==> src/rtl/area_accumulator.sv <==
// Frame accumulator for Sphere_To_Cart area samples: sums FRAME_LEN samples, reports sum and mean.
// Optional per-frame min/max outputs are enabled by defining AREA_ACC_MINMAX_EN.
module area_accumulator #(
    parameter int AREA_W    = 26,
    parameter int FRAME_LEN = 16,
    localparam int LOG2     = $clog2(FRAME_LEN)
) (
    input  logic                   clk,
    input  logic                   rst,
    input  logic                   en,
    input  logic [AREA_W-1:0]      area,
    input  logic                   area_vld,
    output logic [AREA_W+LOG2-1:0] sum,
    output logic [AREA_W-1:0]      avg,
    output logic                   out_vld,
    input  logic                   out_rdy,
    output logic                   ovr,
`ifdef AREA_ACC_MINMAX_EN
    output logic [AREA_W-1:0]      min_area,
    output logic [AREA_W-1:0]      max_area,
`endif
    output logic                   busy
);

    typedef enum logic {
        IDLE,
        ACCUM
    } state_t;

    state_t state, next_state;

    logic [AREA_W+LOG2-1:0] acc;
    logic [LOG2-1:0]        cnt;
    logic [AREA_W+LOG2-1:0] frame_total;
    logic                   accept;
    logic                   last;
    logic                   load;

    // NOTE: async reset goes in the sensitivity list; sequential state uses <= only.
    always_ff @(posedge clk or negedge rst) begin
        if (!rst) state <= IDLE;
        else      state <= next_state;
    end

    always_comb begin
        next_state = state;
        busy       = 1'b0;
        case (state)
            IDLE:  if (en)  next_state = ACCUM;
            ACCUM: begin
                busy = 1'b1;
                if (!en) next_state = IDLE;
            end
            default: next_state = IDLE;
        endcase
    end

    assign accept      = (state == ACCUM) && en && area_vld;
    assign last        = accept && (cnt == LOG2'(FRAME_LEN - 1));
    // A completed frame only replaces the result if the old one is gone or acknowledged now.
    assign load        = last && (!out_vld || out_rdy);
    assign frame_total = acc + {{LOG2{1'b0}}, area};

    always_ff @(posedge clk or negedge rst) begin
        if (!rst) begin
            acc <= '0;
            cnt <= '0;
        end else if (!en || state == IDLE) begin
            acc <= '0;
            cnt <= '0;
        end else if (accept) begin
            acc <= last ? '0 : frame_total;
            cnt <= cnt + LOG2'(1);
        end
    end

    always_ff @(posedge clk or negedge rst) begin
        if (!rst) begin
            sum     <= '0;
            avg     <= '0;
            out_vld <= 1'b0;
            ovr     <= 1'b0;
        end else begin
            if (load) begin
                sum     <= frame_total;
                avg     <= frame_total[AREA_W+LOG2-1:LOG2];
                out_vld <= 1'b1;
            end else if (out_vld && out_rdy) begin
                out_vld <= 1'b0;
            end
            if (last && out_vld && !out_rdy) ovr <= 1'b1;
        end
    end

`ifdef AREA_ACC_MINMAX_EN
    logic [AREA_W-1:0] run_min, run_max;
    logic [AREA_W-1:0] cur_min, cur_max;

    // The first sample of a frame seeds the running extremes, so no explicit clear is needed.
    assign cur_min = (cnt == '0 || area < run_min) ? area : run_min;
    assign cur_max = (cnt == '0 || area > run_max) ? area : run_max;

    always_ff @(posedge clk or negedge rst) begin
        if (!rst) begin
            run_min  <= '1;
            run_max  <= '0;
            min_area <= '1;
            max_area <= '0;
        end else begin
            if (accept) begin
                run_min <= cur_min;
                run_max <= cur_max;
            end
            if (load) begin
                min_area <= cur_min;
                max_area <= cur_max;
            end
        end
    end
`endif

endmodule

==> config.mk <==
export PLATFORM = sky130hd
export DESIGN_NAME = area_accumulator
export DESIGN_NICKNAME = d
export VERILOG_FILES = /design/src/rtl/area_accumulator.sv
export SDC_FILE = /design/constraint.sdc
export NUM_CORES = 1
export LEC_CHECK = 0
export CORE_MARGIN = 2
export CORE_UTILIZATION = 53
export CTS_BUF_LIST = sky130_fd_sc_hd__clkbuf_8
export DETAILED_ROUTE_END_ITERATION = 12
export PLACE_DENSITY = 0.92
export SETUP_SLACK_MARGIN = 0.5
export SLEW_MARGIN = 15
export SYNTH_ARGS = -nofsm -noshare
export SYNTH_HDL_FRONTEND = slang
export SYNTH_SLANG_ARGS = --single-unit
==> constraint.sdc <==
create_clock -name clk -period 3.54 [get_ports clk]
set_clock_uncertainty 0.15 [all_clocks]
set_input_delay 0.708 -clock clk [delete_from_list [all_inputs] [get_ports clk]]
set_output_delay 0.708 -clock clk [all_outputs]
set_load 0.005 [all_outputs]
==> flow_summary.json <==
{
  "status": "finished clean",
  "clk_latency_ps": 350,
  "firstDrtPassIters": 5,
  "syn2layout_area_growth_pct": 35.1,
  "via_count": 3372,
  "fmax_mhz": 331,
  "crit_type": "in2reg",
  "power_mw": 1.78,
  "die_w_um": 91.4,
  "grt_max_degree": 68,
  "synthCells": 374,
  "grt_pass1_vias": 3386,
  "stdcell_count": 565,
  "holdWs_ps": 190,
  "ios": 90,
  "die_area_um2": 8350,
  "yosys_most_used_dff": "dfrtp_1",
  "fin_crit_ps": 3020,
  "cp_slowest_cell": "clkdlybuf4s50_1",
  "port_buffers": 89,
  "crit_path_frequent_cell": "a21oi_2",
  "ctsHoldBuffers": 0,
  "grt-ovfl-total": 0,
  "wl_per_cell_um": 18.7,
  "ys_seq_elements": 67,
  "synth_edf_count": 0,
  "final-setup-viol-count": 0,
  "cp.required_ps": 3620,
  "globalplace.congestion": 0.924,
  "fin_nets": 521,
  "power.density_nw_per_um2": 326,
  "crit_family": "compound AO/OA/AOI/OAI gates",
  "tightest_slew_ps": 604,
  "max-vdd-ir-drop_uv": 267,
  "diodes": 0,
  "htree_levels": 3,
  "cts_root_buffer": "clkbuf_8",
  "start_util_pct": 55.2,
  "critical-path-max-stage-delay_ps": 420,
  "grt_pass1_wl_um": 16100,
  "core_um2": 7330,
  "rows": 31,
  "path_max_fanout": 4,
  "avgSynthCellArea_um2": 10.8,
  "syn_nets": 433,
  "drc": 0,
  "placed_cells": 541,
  "drive_gt1_share_pct": 26.2,
  "synthDistinctLibCells": 51,
  "crit_path_end_kind": "flop",
  "hold_class": "in2async",
  "vias_per_cell": 5.97,
  "max-cap-violations": 0,
  "slew-limit-headroom_pct": 59.7,
  "crit_arrival_ps": 3100,
  "drt_wl_total_um": 10600,
  "antenna_found_initial": 0,
  "startpoint_type": "input port",
  "slew_viol_final": 0,
  "clk_pin_slew_ps": 70,
  "clock_path_buffers": 2,
  "cts_tree": "done",
  "fp.dieH_um": 91.4,
  "cts_buffers": 9,
  "hold_violations": 0,
  "nFillCells": 454,
  "fin_crit_sh_pct": 85.2,
  "syn_area_um2": 4050,
  "cts_num_sinks": 67,
  "async_reset_ff_share_pct": 100,
  "yosys_warnings": 0,
  "grtUsageTotal_pct": 24.1,
  "crit_chain": "clkdlybuf4s50_1, ha_1, a21boi_2, buf_4, a311oi_2, o31ai_2, a21oi_2, a21oi_2, xor2_1, mux2_2",
  "path_buf_inv": 2,
  "seq_area_frac_synth_pct": 41.4,
  "rsz0062_at_grt": "true",
  "leakage_nw": 2.49,
  "hpwl_um": 6670,
  "drt-initial-drc-count": 185,
  "postRouteAntennaNets": 0
}
report_power, final:
part	total, mW	switching, mW	leakage, nW	internal [mW]
combinational	0.352	0.192	1.45	0.160
sequential	0.794	0.0136	0.926	0.780
clock	0.639	0.285	0.108	0.354
worst paths after layout:
kind	slack, ps	to	from	cells after the start
min	190	acc[4]$_DFFE_PN0P_	rst	2
max	520	sum[25]$_DFFE_PN0P_	area[5]	10
min in group clk	310	ovr$_DFFE_PN0P_	ovr$_DFFE_PN0P_	1
max in group asynchronous	2720	sum[9]$_DFFE_PN0P_	rst	2
max reg2reg	600	sum[12]$_DFFE_PN0P_	acc[0]$_DFFE_PN0P_	11
min reg2reg	310	ovr$_DFFE_PN0P_	ovr$_DFFE_PN0P_	1
cells in the mapped netlist (all sizes together), types with 2 or more instances:
master   n  share of area [%]
nor3     3               0.49
nand2   16                1.5
a22o    26                5.6
mux2    27                7.5
clkbuf  10               0.93
buf     29                5.4
o21ai   19                2.5
nand3    7               0.87
xnor2   18                3.9
o21a     2               0.37
a21o    12                2.3
nand2b   3               0.46
ha      27                8.4
or3      2               0.31
nor2    20                1.9
and3     3               0.59
o211ai   2               0.37
a31oi    7                1.2
a21oi   30                4.5
inv      5               0.46
nor2b    4               0.62
nand4    5               0.77
xor2    13                2.8
dfrtp   67                 41
cell families (layout without fill, tap and decap cells):
group | after synthesis | count (layout) | share of synthesized area, %
AO/OA/AOI/OAI | 112 | 112 | 20.9
XOR/XNOR | 31 | 31 | 6.71
adder cells (fa/ha/maj) | 28 | 28 | 8.85
buffers and inverters | 44 | 136 | 6.74
flip-flops | 67 | 67 | 41.4
multiplexers | 28 | 28 | 7.76
AND/OR/NAND/NOR | 64 | 64 | 7.61
worst reg2reg max path, stage by stage, from the launching register on:
cell	delay, ps
dfrtp_1	410
ha_4	180
fa_2	350
a21o_1	220
a21oi_4	180
o21ai_2	90
or3_4	370
a31o_1	230
a21oi_2	160
o21ai_2	70
xor2_1	160
mux2_4	260
layout by cell type (no fill, tap or decap), types with 7 or more instances in the layout:
master	netlist	final
nor2_1	20	18
o21ai_0	10	9
a21o_1	11	11
nand2_1	16	15
ha_1	27	16
inv_1	5	7
buf_4	26	25
ha_4	0	10
mux2_2	27	25
clkdlybuf4s50_1	0	83
clkbuf_8	0	11
xor2_1	13	13
a22o_1	26	26
a21oi_2	6	11
xnor2_1	18	17
dfrtp_1	67	67
a21oi_1	23	16
nand3_1	7	7
per-layer routing:
layer	track usage, %	up-vias	part of all wire [%]
li1	-	1521	-
met1	29.6	1665	40
met2	41.8	147	51
met3	5.06	39	5.8
met4	8.59	0	2.9
met5	0	-	0
layout make-up:
class | count | area (um2) | area share (%)
clock buffer | 11 | 151 | 2.77
clock inverter | 4 | 42.5 | 0.778
inverter | 5 | 18.8 | 0.343
multi-input combinational | 263 | 2360 | 43.1
sequential | 67 | 1680 | 30.7
tap | 99 | 124 | 2.27
timing repair buffer | 116 | 1090 | 20.0
through the flow:
step | cell area [um2] | util, % | setup WS, ps | setup TNS (ps)
6_report | 5470 | 74.6 | 523 | 0
5_1_grt | 5470 | 74.6 | 411 | 0
3_3_place_gp | 4970 | 67.8 | -28.4 | -28.4
3_5_place_dp | 4970 | 67.8 | -117 | -395
4_1_cts | 5260 | 71.8 | 454 | 0
2_1_floorplan | 4050 | - | 433 | 0
registers in the layout, summed over array words and instances, names as in the netlist:
register  cells
acc          30
cnt           4
out_vld       1
ovr           1
state         1
sum          30
repair_timing:
item | CTS | global route
pin swaps | 13 | 19
setup buffers | 4 | 5
setup endpoints to repair | 27 | 26
gates resized for setup | 17 | 33
No activity file was read; power rests on OpenSTA's default activity.
